[src/rtl/wb_arbiter_pkg.sv]
// Shared writeback types: register-file word, register address and queued write request.
package wb_arbiter_pkg;
  localparam int CREG_NUM = 32;
  localparam int CREG_AW  = $clog2(CREG_NUM);

  typedef logic [31:0]        word_t;
  typedef logic [CREG_AW-1:0] creg_addr_t;

  typedef struct packed {
    creg_addr_t id;
    word_t      data;
  } wb_req_t;

  typedef enum logic {
    PORT_ALU = 1'b0,
    PORT_MEM = 1'b1
  } port_t;

  function automatic logic [CREG_NUM-1:0] id_onehot(input creg_addr_t id);
    logic [CREG_NUM-1:0] v;
    v     = '0;
    v[id] = 1'b1;
    return v;
  endfunction
endpackage

[src/rtl/wb_queue.sv]
// Shifting FIFO of writeback requests; entry 0 is always the head, so entry i is valid iff i < count.
module wb_queue
  import wb_arbiter_pkg::*;
#(
  parameter int DEPTH = 2
) (
  input  logic             clk,
  input  logic             reset,
  input  logic             push,
  input  logic             pop,
  input  wb_req_t          din,
  output wb_req_t          head,
  output creg_addr_t       ids [DEPTH],
  output logic [DEPTH-1:0] valid_vec,
  output logic             full,
  output logic             empty
);
  localparam int CW = $clog2(DEPTH + 1);

  wb_req_t       mem_q [DEPTH];
  wb_req_t       mem_d [DEPTH];
  logic [CW-1:0] count_q;
  int            wr_idx;

  always_comb begin
    for (int i = 0; i < DEPTH; i++) mem_d[i] = mem_q[i];
    wr_idx = int'(count_q);
    if (pop) begin
      for (int i = 0; i < DEPTH - 1; i++) mem_d[i] = mem_q[i + 1];
      mem_d[DEPTH-1] = '0;
      wr_idx = wr_idx - 1;
    end
    // a same-edge pop shifts everything down, so the new entry lands one slot lower
    if (push) begin
      for (int i = 0; i < DEPTH; i++) begin
        if (i == wr_idx) mem_d[i] = din;
      end
    end
  end

  always_ff @(posedge clk) begin
    if (reset) begin
      mem_q   <= '{default: '0};
      count_q <= '0;
    end else begin
      mem_q <= mem_d;
      case ({push, pop})
        2'b10:   count_q <= count_q + 1'b1;
        2'b01:   count_q <= count_q - 1'b1;
        default: count_q <= count_q;
      endcase
    end
  end

  always_comb begin
    for (int i = 0; i < DEPTH; i++) begin
      ids[i]       = mem_q[i].id;
      valid_vec[i] = (i < int'(count_q));
    end
  end

  assign head  = mem_q[0];
  assign full  = (count_q == CW'(DEPTH));
  assign empty = (count_q == '0);
endmodule

[src/rtl/wb_arbiter.sv]
// Round-robin writeback arbiter over ALU/MEM queues driving one registered regfile write per cycle.
// Optional WB_FWD_EN adds two forwarding read ports that observe the write in flight.
module wb_arbiter
  import wb_arbiter_pkg::*;
#(
  parameter int DEPTH = 2
) (
  input  logic                clk,
  input  logic                reset,
  input  logic                alu_valid,
  output logic                alu_ready,
  input  creg_addr_t          alu_id,
  input  word_t               alu_data,
  input  logic                mem_valid,
  output logic                mem_ready,
  input  creg_addr_t          mem_id,
  input  word_t               mem_data,
  output logic                rf_valid,
  output creg_addr_t          rf_id,
  output word_t               rf_data,
  output logic [CREG_NUM-1:0] pending
`ifdef WB_FWD_EN
  ,
  input  creg_addr_t          fwd_ra1,
  input  creg_addr_t          fwd_ra2,
  output logic                fwd_hit1,
  output logic                fwd_hit2,
  output word_t               fwd_data1,
  output word_t               fwd_data2
`endif
);
  wb_req_t          alu_head, mem_head;
  creg_addr_t       alu_ids [DEPTH];
  creg_addr_t       mem_ids [DEPTH];
  logic [DEPTH-1:0] alu_vv, mem_vv;
  logic             alu_full, alu_empty, mem_full, mem_empty;
  logic             alu_push, mem_push, grant_alu, grant_mem;
  port_t            rr_q, rr_d;

  assign alu_ready = !reset && !alu_full;
  assign mem_ready = !reset && !mem_full;
  // id 0 is the hard-wired zero register: accept the handshake but never store it
  assign alu_push  = alu_valid && alu_ready && (alu_id != '0);
  assign mem_push  = mem_valid && mem_ready && (mem_id != '0);

  wb_queue #(.DEPTH(DEPTH)) u_alu_q (
    .clk(clk), .reset(reset), .push(alu_push), .pop(grant_alu),
    .din('{id: alu_id, data: alu_data}), .head(alu_head), .ids(alu_ids),
    .valid_vec(alu_vv), .full(alu_full), .empty(alu_empty)
  );

  wb_queue #(.DEPTH(DEPTH)) u_mem_q (
    .clk(clk), .reset(reset), .push(mem_push), .pop(grant_mem),
    .din('{id: mem_id, data: mem_data}), .head(mem_head), .ids(mem_ids),
    .valid_vec(mem_vv), .full(mem_full), .empty(mem_empty)
  );

  always_comb begin
    grant_alu = 1'b0;
    grant_mem = 1'b0;
    rr_d      = rr_q;
    if (!alu_empty && !mem_empty) begin
      if (rr_q == PORT_ALU) begin
        grant_alu = 1'b1;
        rr_d      = PORT_MEM;
      end else begin
        grant_mem = 1'b1;
        rr_d      = PORT_ALU;
      end
    end else if (!alu_empty) begin
      grant_alu = 1'b1;
    end else if (!mem_empty) begin
      grant_mem = 1'b1;
    end
  end

  always_ff @(posedge clk) begin
    if (reset) begin
      rr_q     <= PORT_ALU;
      rf_valid <= 1'b0;
      rf_id    <= '0;
      rf_data  <= '0;
    end else begin
      rr_q     <= rr_d;
      rf_valid <= grant_alu || grant_mem;
      if (grant_alu) begin
        rf_id   <= alu_head.id;
        rf_data <= alu_head.data;
      end else if (grant_mem) begin
        rf_id   <= mem_head.id;
        rf_data <= mem_head.data;
      end
    end
  end

  always_comb begin
    pending = '0;
    for (int i = 0; i < DEPTH; i++) begin
      if (alu_vv[i]) pending = pending | id_onehot(alu_ids[i]);
      if (mem_vv[i]) pending = pending | id_onehot(mem_ids[i]);
    end
    if (rf_valid) pending = pending | id_onehot(rf_id);
    pending[0] = 1'b0;
  end

`ifdef WB_FWD_EN
  assign fwd_hit1  = rf_valid && (rf_id == fwd_ra1) && (fwd_ra1 != '0);
  assign fwd_hit2  = rf_valid && (rf_id == fwd_ra2) && (fwd_ra2 != '0);
  assign fwd_data1 = fwd_hit1 ? rf_data : '0;
  assign fwd_data2 = fwd_hit2 ? rf_data : '0;
`endif
endmodule
[config.mk]
export PLATFORM = sky130hd
export DESIGN_NAME = wb_arbiter
export DESIGN_NICKNAME = d
export VERILOG_FILES = /design/src/rtl/wb_arbiter_pkg.sv /design/src/rtl/wb_queue.sv /design/src/rtl/wb_arbiter.sv
export SDC_FILE = /design/constraint.sdc
export NUM_CORES = 1
export LEC_CHECK = 0
export BUFFER_PORTS_ARGS = -buffer_cell sky130_fd_sc_hd__buf_2
export CORE_MARGIN = 2
export CORE_UTILIZATION = 52
export DETAILED_ROUTE_END_ITERATION = 12
export PLACE_DENSITY_LB_ADDON = 0.15
export SLEW_MARGIN = 40
export SYNTH_ARGS = -nofsm -noshare
export SYNTH_HDL_FRONTEND = slang
export SYNTH_HIERARCHICAL = 1
export SYNTH_SLANG_ARGS = --single-unit
[constraint.sdc]
create_clock -name clk -period 2.6 [get_ports clk]
set_input_delay 0.39 -clock clk [delete_from_list [all_inputs] [get_ports clk]]
set_output_delay 0.39 -clock clk [all_outputs]
set_load 0.01 [all_outputs]
* Word level (Yosys, flattened, before mapping)
Cells that the tools add are included.
** Storage, ports and cells
- Memories :: 0
- Output and inout port bits :: 72
- Input bits :: 78
- Bits in read-only memories :: 0
- Flip-flop bits (word level) :: 191
- Logic and storage cells :: 111
- Memory bits (writable) :: 0
- Bits in latches :: 0
** Operators by class
- Bitwise operators :: 4
- Div/mod/pow operators :: 0
- $add $sub $neg :: 6
- Muxes and demuxes :: 38
- $lt $le $gt $ge :: 14
- Equality and inequality tests :: 8
- Multipliers :: 0
- Reductions and logical operators :: 27
- Shift-type cells :: 0
** Operators by type and width (number)
- $mux W74 :: 4
- $mux W32 :: 9
- $mux W37 :: 4
- $or A32 B32 Y32 :: 4
- $eq A2 B32 Y1 const A :: 2
- $logic_not A32 Y1 :: 2
- $lt A5 B6 Y1 const B :: 5
- $demux W1 S5 :: 5
- $ge A5 B1 Y1 const B :: 5
- $logic_and A1 B1 Y1 :: 12
- $mux W1 :: 12
- $mux W5 :: 2
- $reduce_bool A5 Y1 :: 2
- $eq A2 B2 Y1 const B :: 4
- $lt A1 B2 Y1 const A :: 4
- $pmux W2 S2 :: 2
- $reduce_bool A2 Y1 :: 3
- $sub A2 B1 Y3 const B :: 2
- $logic_not A1 Y1 :: 5
- $add A2 B1 Y2 const B :: 2
- $eq A2 B1 Y1 const B :: 2
- $logic_not A2 Y1 :: 2
- $sub A2 B1 Y2 const B :: 2
- $logic_or A1 B1 Y1 :: 1

* Depth between registers and ports, before layout
Gate-level depths: netlist of the first run.
- Word-level depth :: 13
- Gate-level depth with buffers :: 12
- Depth with buffers taken out :: 10

* Hierarchy
Netlist of the first run, hierarchy kept.
** By module, submodules not included
- wb_queue :: sequential area each 1521.5 µm², area an instance 3762.4 µm², instances 2, cells each 371
- wb_arbiter :: sequential area each 780.7 µm², area an instance 3024.2 µm², instances 1, cells each 409

* Worst setup path after synthesis of the first run
Ideal clock, no wire load.
- Kind :: register to register
- Start point :: register u_mem_q.count_q[0]
- End point :: register u_alu_q.mem_q, in the netlist u_alu_q/head[25]
- Cell stages (with the launch flop) :: 13
- Setup time :: 0.132 ns
- Clock period less this slack :: 2.567 ns
- Arrival :: 2.435 ns
- Buffers on the path :: 5
- Required time :: 2.468 ns
- Setup slack :: 0.033 ns
- Cells stage by stage :: dfxtp_1 -> buf_6 -> inv_1 -> ha_1 -> inv_2 -> a21oi_2 -> buf_4 -> buf_4 -> buf_4 -> clkbuf_1 -> mux2_2 -> a211oi_1 -> nor3_1
** Between the ends
- Word-level cells in the longest chain between the ends :: 8
- Elaborated cells between the ends (all ways) :: 9
- Classes of those cells :: 5 x mux; 4 x reduce/logical
** RTL lines
- start, declared :: RTL line wb_queue.sv:22 : logic [CW-1:0] count_q;
- start signal, assigned :: RTL line wb_queue.sv:48 : 2'b10: count_q <= count_q + 1'b1;
- start signal, assigned :: RTL line wb_queue.sv:49 : 2'b01: count_q <= count_q - 1'b1;
- start signal, assigned :: RTL line wb_queue.sv:50 : default: count_q <= count_q;
- $logic_not A2 Y1 * :: RTL line wb_queue.sv:64 : assign empty = (count_q == '0);
- named net mem_empty :: RTL line wb_arbiter.sv:36 : logic alu_full, alu_empty, mem_full, mem_empty;
- $logic_not A1 Y1 *
- $logic_and A1 B1 Y1 * :: RTL line wb_arbiter.sv:62 : if (!alu_empty && !mem_empty) begin
- $mux W1 * :: RTL line wb_arbiter.sv:62
- named net grant_alu :: RTL line wb_arbiter.sv:37 : logic alu_push, mem_push, grant_alu, grant_mem;
- $mux W32 :: RTL line wb_queue.sv:28 : if (pop) begin
- $logic_not A32 Y1 :: RTL line wb_queue.sv:36 : if (i == wr_idx) mem_d[i] = din;
- $mux W37 :: RTL line wb_queue.sv:36
- $mux W74 * :: RTL line wb_queue.sv:34 : if (push) begin
- end signal, assigned :: RTL line wb_queue.sv:46 : mem_q <= mem_d;
- end, declared :: RTL line wb_queue.sv:20 : wb_req_t mem_q [DEPTH];
The timed path passes the listed nets; every way through them passes the cells marked *.
A chain may end at the register's enable or synchronous reset.

* Final worst setup path of the first run
- Start point :: register u_mem_q.count_q[1]
- End point :: output port pending[21]
** Between the ends
- Elaborated cells between the ends (all ways) :: 9
- Classes of those cells :: 2 x order compare; 4 x mux; 3 x bitwise
** RTL lines
- $lt A1 B2 Y1 * :: RTL line wb_queue.sv:58 : valid_vec[i] = (i < int'(count_q));
- named net mem_vv[1] :: RTL line wb_arbiter.sv:35 : logic [DEPTH-1:0] alu_vv, mem_vv;
- $mux W32 * :: RTL line wb_arbiter.sv:100 : if (mem_vv[i]) pending = pending | id_onehot(mem_ids[i]);
- $or A32 B32 Y32 :: RTL line wb_arbiter.sv:102 : if (rf_valid) pending = pending | id_onehot(rf_id);
- $mux W32 * :: RTL line wb_arbiter.sv:102
- end, declared :: RTL line wb_arbiter.sv:21 : output logic [CREG_NUM-1:0] pending
Marks and branches as above.

==> results of run 1 <==
-- Yosys cell counts (all sizes together) --
| cell | count |
|---|---|
| a211oi | 152 |
| a21oi | 4 |
| a22o | 74 |
| a22oi | 22 |
| a311oi | 2 |
| a32oi | 4 |
| and2 | 3 |
| and3b | 2 |
| buf | 126 |
| clkbuf | 68 |
| conb | 1 |
| dfxtp | 191 |
| ha | 10 |
| inv | 10 |
| mux2 | 74 |
| mux2i | 37 |
| nand2 | 61 |
| nand2b | 16 |
| nand3 | 23 |
| nand4 | 9 |
| nand4b | 17 |
| nand4bb | 2 |
| nor2 | 42 |
| nor2b | 10 |
| nor3 | 102 |
| nor3b | 10 |
| nor4b | 2 |
| o21ai | 38 |
| o221ai | 16 |
| o22ai | 12 |
| or2 | 2 |
| or3 | 3 |
| or3b | 2 |
| xor2 | 4 |
-- what timing repair did --
action	in CTS	in global routing
cloned	0	0
hold buffers	0	0
endpoints found under the setup margin	31	28
buffers inserted	1	6
pin swaps	7	7
gates resized for setup	14	28
-- sequential cells by signal, indices dropped and copies added (netlist names) --
name and count:
u_alu_q/head 37, rf_id 5, u_mem_q/mem_q 32, u_alu_q/mem_q 32, u_mem_q/count_q 2, rf_valid 1
u_alu_q/ids 5, rf_data 32, rr_q 1, u_alu_q/count_q 2, u_mem_q/head 37, u_mem_q/ids 5
-- metal layers --
| metal | vias up | global-route usage (%) | part of all wire [%] |
|---|---|---|---|
| met5 | - | 0 | 0 |
| met4 | 0 | 12.7 | 4.1 |
| met3 | 72 | 4.00 | 6.1 |
| met2 | 370 | 45.3 | 47 |
| met1 | 4248 | 37.6 | 43 |
| li1 | 4349 | - | - |
-- metrics by stage --
stage	power [uW]	setup WS [ns]	instances	setup TNS, ns
after floorplan	7330	0.0335	1151	0
after global placement	8330	0.246	1437	0
after detailed placement	8350	0.205	1437	0
after CTS	11300	0.00316	1470	0
after global routing	12000	-0.0466	1476	-0.153
final	11500	0.0807	1478	0
-- kinds of logic after synthesis --
| logic type | Yosys count | share of synthesized area (%) |
|---|---|---|
| AOI/OAI and AO/OA | 324 | 23.4 |
| and+or+nand+nor | 306 | 15.4 |
| buffers and inverters | 204 | 11.9 |
| DFF | 191 | 36.2 |
| muxes | 111 | 11.4 |
| adders and majority gates | 10 | 1.19 |
| xor gates and xnor gates | 4 | 0.332 |
| other | 1 | 0.0355 |
-- report_power, final --
group	internal (uW)	switching [uW]
combinational	1920	2730
sequential	3380	496
clock	1760	1190
-- worst min path at each step --
stage                              to  slack, ns  cells after the start
global route        u_alu_q/mem_q[30]       0.18                      2
global placement           rf_data[6]       0.44                      2
finish              u_alu_q/mem_q[21]       0.18                      2
CTS                  u_alu_q/mem_q[1]       0.17                      2
detailed placement        rf_data[13]       0.44                      2
floorplan            u_alu_q/mem_q[0]       0.44                      1
-- final cells by class --
| type | count | share of cell area [%] |
|---|---|---|
| multi-input combinational | 756 | 47.5 |
| clock inverter | 13 | 1.86 |
| clock buffer | 19 | 3.72 |
| sequential | 191 | 32.2 |
| antenna | 2 | 0.0421 |
| tap | 270 | 2.84 |
| timing repair buffer | 217 | 11.4 |
| inverter | 10 | 0.379 |
==> results.yml, run 1 <==
die:
  fp.dieW_um: 146
  io_pins: 150
  coreArea_um2: 20000
  initial_core_util_pct: 52.6
  core.rowCount: 52
  fp.dieH_um: 146
  fp.dieArea_um2: 21400
sta:
  fmax_mhz: 397
  fin_hold_ws_ns: 0.181
  rsz0062_at_grt: "true"
  tightest_slew_ns: 0.712
  slew_headroom_pct: 52.4
  setup_viol: 0
  hold_viol: 0
  final.min_clock_period_ns: 2.52
  drv_slew: 0
  skew_ns: 0.0134
  min_period_over_period_pct: 96.9
worst_setup_path:
  crit_cells: 10
  cp.required_ns: 2.21
  cp_max_fo: 4
  cp-end-kind: "primary output"
  r2r_setup_slack_ns: 0.36
  worst_path_most_repeated_cell: "buf_6"
  arrival_ns: 2.13
  r2r-end: "u_alu_q/head[24]"
  timing.rr.start: "u_alu_q/count_q[1]"
  cp_cell_sequence: "inv_4, buf_6, ha_4, nor2_4, buf_6, nand4b_1, o22ai_1, nor2_1, o221ai_1, buf_2"
  crit_buf_inv: 4
  reg2regPathDepth: 10
  cp_top_family: "buffers and inverters"
  cpPeakStageDelay_ns: 0.36
  worstSetupStartpoint: "u_mem_q/count_q[1]"
  crit_end: "pending[21]"
  start_kind: "register"
  crit_type: "register to primary output"
  slowest_stage: "dfxtp_4"
route:
  vias_per_cell: 6.12
  ant_nets: 0
  vias: 9039
  drc: 0
  dr.pass1.iters: 5
  routedWlPerCell_um: 20.8
  dr.first_iter.drc_count: 582
  wirelength_mm: 30.7
yosys:
  syn_nets: 1239
  syn-instance-count: 1151
  synth_area_leaders: "dfxtp_1 (36%), a211oi_1 (11%), mux2_2 (7.9%), buf_4 (7.1%), a22o_1 (6.1%)"
  synth_top_area_share_pct: 36.2
  syn_area_um2: 10500
  ys_warn_count: 6
  ys_types: 45
  syn_avg_cell_area_um2: 9.16
  synth_top_area_cell: "dfxtp_1"
  yosysSeqAreaShare_pct: 36.2
  ys_seq_elements: 191
place:
  io_buffers: 148
  hpwl_mm: 21.1
  place.gp.congestion: 0.893
  place_area_um2: 11000
run:
  maxCapViolCount: 0
clocking:
  cts_buffer_depth: 2
  cts_buffers: 17
  cts_tree: "built"
  worstSkewPairLatency_ns: 0.44
  clk_pin_slew_ns: 0.07
  cts_root_buf: "clkbuf_16"
  cts_sinks: 191
  htree_levels: 4
global_route:
  grt_max_degree: 86
  grt.total_usage_pct: 28.1
  grt_pass1_wl_mm: 48.1
  grt-ovfl-total: 0
  antenna_found_initial: 2
  grt_pass1_vias: 8543
power_and_ir_drop:
  leakage_uw: 0.00454
  ir_worst_vdd_mv: 0.449
  powerDensity_nw_per_um2: 964
cells_and_area:
  fin_nets: 1281
  drive_gt1_share_pct: 30.3
  final_common_cell: "dfxtp_1"
  multi_input_area_um2: 5660
  fillers: 1801
  ff_latch_area_um2: 3830
  area_delta_synth_final_pct: 12.8
  finish.utilization_pct: 59.4
  final_cell_mix: "dfxtp_1 (189), a211oi_1 (150), buf_2 (148), nor3_1 (94)"
  fin_area_um2: 11900
worst_hold_path:
  hold_path.class: "input port to register"
  hold_start: "alu_data[21]"
run_status:
  outcome: "complete, no violations"
Note: power is estimated with default switching activity, not from simulation.
==> run 2, diff against run 1 <==
--- a/config.mk
+++ b/config.mk
@@ -10,6 +10,7 @@
 export CORE_UTILIZATION = 52
 export DETAILED_ROUTE_END_ITERATION = 12
 export PLACE_DENSITY_LB_ADDON = 0.15
+export REMOVE_ABC_BUFFERS = 1
 export SLEW_MARGIN = 40
 export SYNTH_ARGS = -nofsm -noshare
 export SYNTH_HDL_FRONTEND = slang
==> results.yml, run 2 (same netlist as run 1, synthesis figures left out) <==
sta:
  slew_headroom_pct: 52.1
  final.min_clock_period_ns: 2.53
  fmax_mhz: 395
  drv_slew: 0
  hold_viol: 0
  skew_ns: 0.0113
  tightest_slew_ns: 0.718
  setup_viol: 0
  min_period_over_period_pct: 97.5
cells_and_area:
  fin_area_um2: 11800
  drive_gt1_share_pct: 31.1
  finish.utilization_pct: 59.0
  ff_latch_area_um2: 3830
  multi_input_area_um2: 5710
  final_cell_mix: "dfxtp_1 (189), a211oi_1 (150), buf_2 (147), nor3_1 (94)"
  final_common_cell: "dfxtp_1"
  area_delta_synth_final_pct: 12.1
  fillers: 1861
  fin_nets: 1279
place:
  hpwl_mm: 20.6
  place.gp.congestion: 0.918
  io_buffers: 148
  place_area_um2: 11000
worst_setup_path:
  cpPeakStageDelay_ns: 0.32
  cp_max_fo: 9
  crit_type: "register to primary output"
  cp.required_ns: 2.21
  slowest_stage: "dfxtp_1"
  arrival_ns: 2.14
  cp-end-kind: "primary output"
  crit_buf_inv: 3
  cp_top_family: "buffers and inverters"
  cp_cell_sequence: "buf_4, ha_2, nor2_4, buf_6, nand4b_1, o221ai_1, buf_2"
  start_kind: "register"
clocking:
  worstSkewPairLatency_ns: 0.44
  cts_root_buf: "clkbuf_16"
  hold_buffers: 0
  cts_tree: "built"
  cts_sinks: 191
  clk_pin_slew_ns: 0.08
  htree_levels: 4
  cts_buffers: 17
  cts_buffer_depth: 2
die:
  initial_core_util_pct: 52.6
  fp.dieArea_um2: 21400
  fp.dieH_um: 146
  coreArea_um2: 20000
  io_pins: 150
  core.rowCount: 52
  fp.dieW_um: 146
power_and_ir_drop:
  p_seq_share_pct: 33.8
  pwr-share-comb_pct: 42.7
  leakage_uw: 0.00449
  powerDensity_nw_per_um2: 941
  power_frac_clock_pct: 23.5
  swShare_pct: 41.2
  power.internal_uw: 6540
  ir_worst_vdd_mv: 0.636
  switching_power_uw: 4590
route:
  dr.first_iter.drc_count: 633
  drc: 0
  vias: 9179
  wirelength_mm: 31.0
  dr.pass1.iters: 7
  vias_per_cell: 6.22
  routedWlPerCell_um: 21.0
  ant_nets: 0
run:
  maxCapViolCount: 0
worst_hold_path:
  hold_path.class: "input port to register"
global_route:
  grt.total_usage_pct: 28.5
  grt_pass1_wl_mm: 48.7
  grt_pass1_vias: 8742
  grt-ovfl-total: 0
  grt_max_degree: 43
  antenna_found_initial: 2
run_status:
  outcome: "complete, no violations"
run 2: cell types whose count changed in the layout (fill, tap and decap cells not counted), moves of 3 or more:
cell and change:
clkinv_8 +3, o221ai_2 +3, o221ai_1 -3, bufinv_16 -5, inv_2 +4
run 2: final timing paths:
| kind | start | end | slack, ns | cells after the start |
|---|---|---|---|---|
| setup / recovery | u_alu_q/count_q[0] | pending[13] | 0.07 | 7 |
| hold reg to reg | rf_data[31] | rf_data[31] | 0.44 | 2 |
| setup reg to reg | u_alu_q/count_q[1] | u_alu_q/mem_q[30] | 0.29 | 10 |
| hold / removal | mem_data[11] | u_mem_q/mem_q[11] | 0.18 | 2 |
run 2: metrics by stage:
stage | std cells | total power (uW) | hold slack [ns] | TNS (ns) | setup WS (ns)
after floorplan | 957 | 6670 | 0.437 | -417.18 | -3.06
after global placement | 1438 | 8300 | 0.434 | 0 | 0.160
after detailed placement | 1438 | 8370 | 0.439 | 0 | 0.139
after CTS | 1471 | 11000 | 0.165 | 0 | 0.00343
after global routing | 1475 | 11700 | 0.165 | -0.0418 | -0.0243
final | 1475 | 11100 | 0.181 | 0 | 0.0662
run 2: area by class of cell:
type / instances / area share, %
clock buffers: 18 / 3.63
clock inverters: 14 / 1.34
diodes: 1 / 0.0212
flip-flops and latches: 191 / 32.4
repair buffers: 215 / 11.2
inverters: 10 / 0.338
well taps: 270 / 2.86
multi-input cells: 756 / 48.3
run 2: per-layer routing:
layer	vias to the layer above	wire, um	track usage, %
met1	4456	13900	38.6
met5	-	11	0
met4	2	757	9.32
met2	328	14500	46.0
li1	4339	-	-
met3	54	1910	5.53
run 2: power groups by stage:
stage | Sequential (uW) | Clock, uW | Combinational [uW]
2_1_floorplan | 3760 | 0 | 2910
3_3_place_gp | 3790 | 0 | 4510
3_5_place_dp | 3810 | 0 | 4560
4_1_cts | 3750 | 2660 | 4620
5_1_grt | 3830 | 2770 | 5090
6_report | 3760 | 2620 | 4750
run 2: what timing repair did:
item,4_1_cts,5_1_grt
setup buffers,1,3
gates resized for setup,14,36
pin swaps,5,9
setup endpoints to repair,31,29
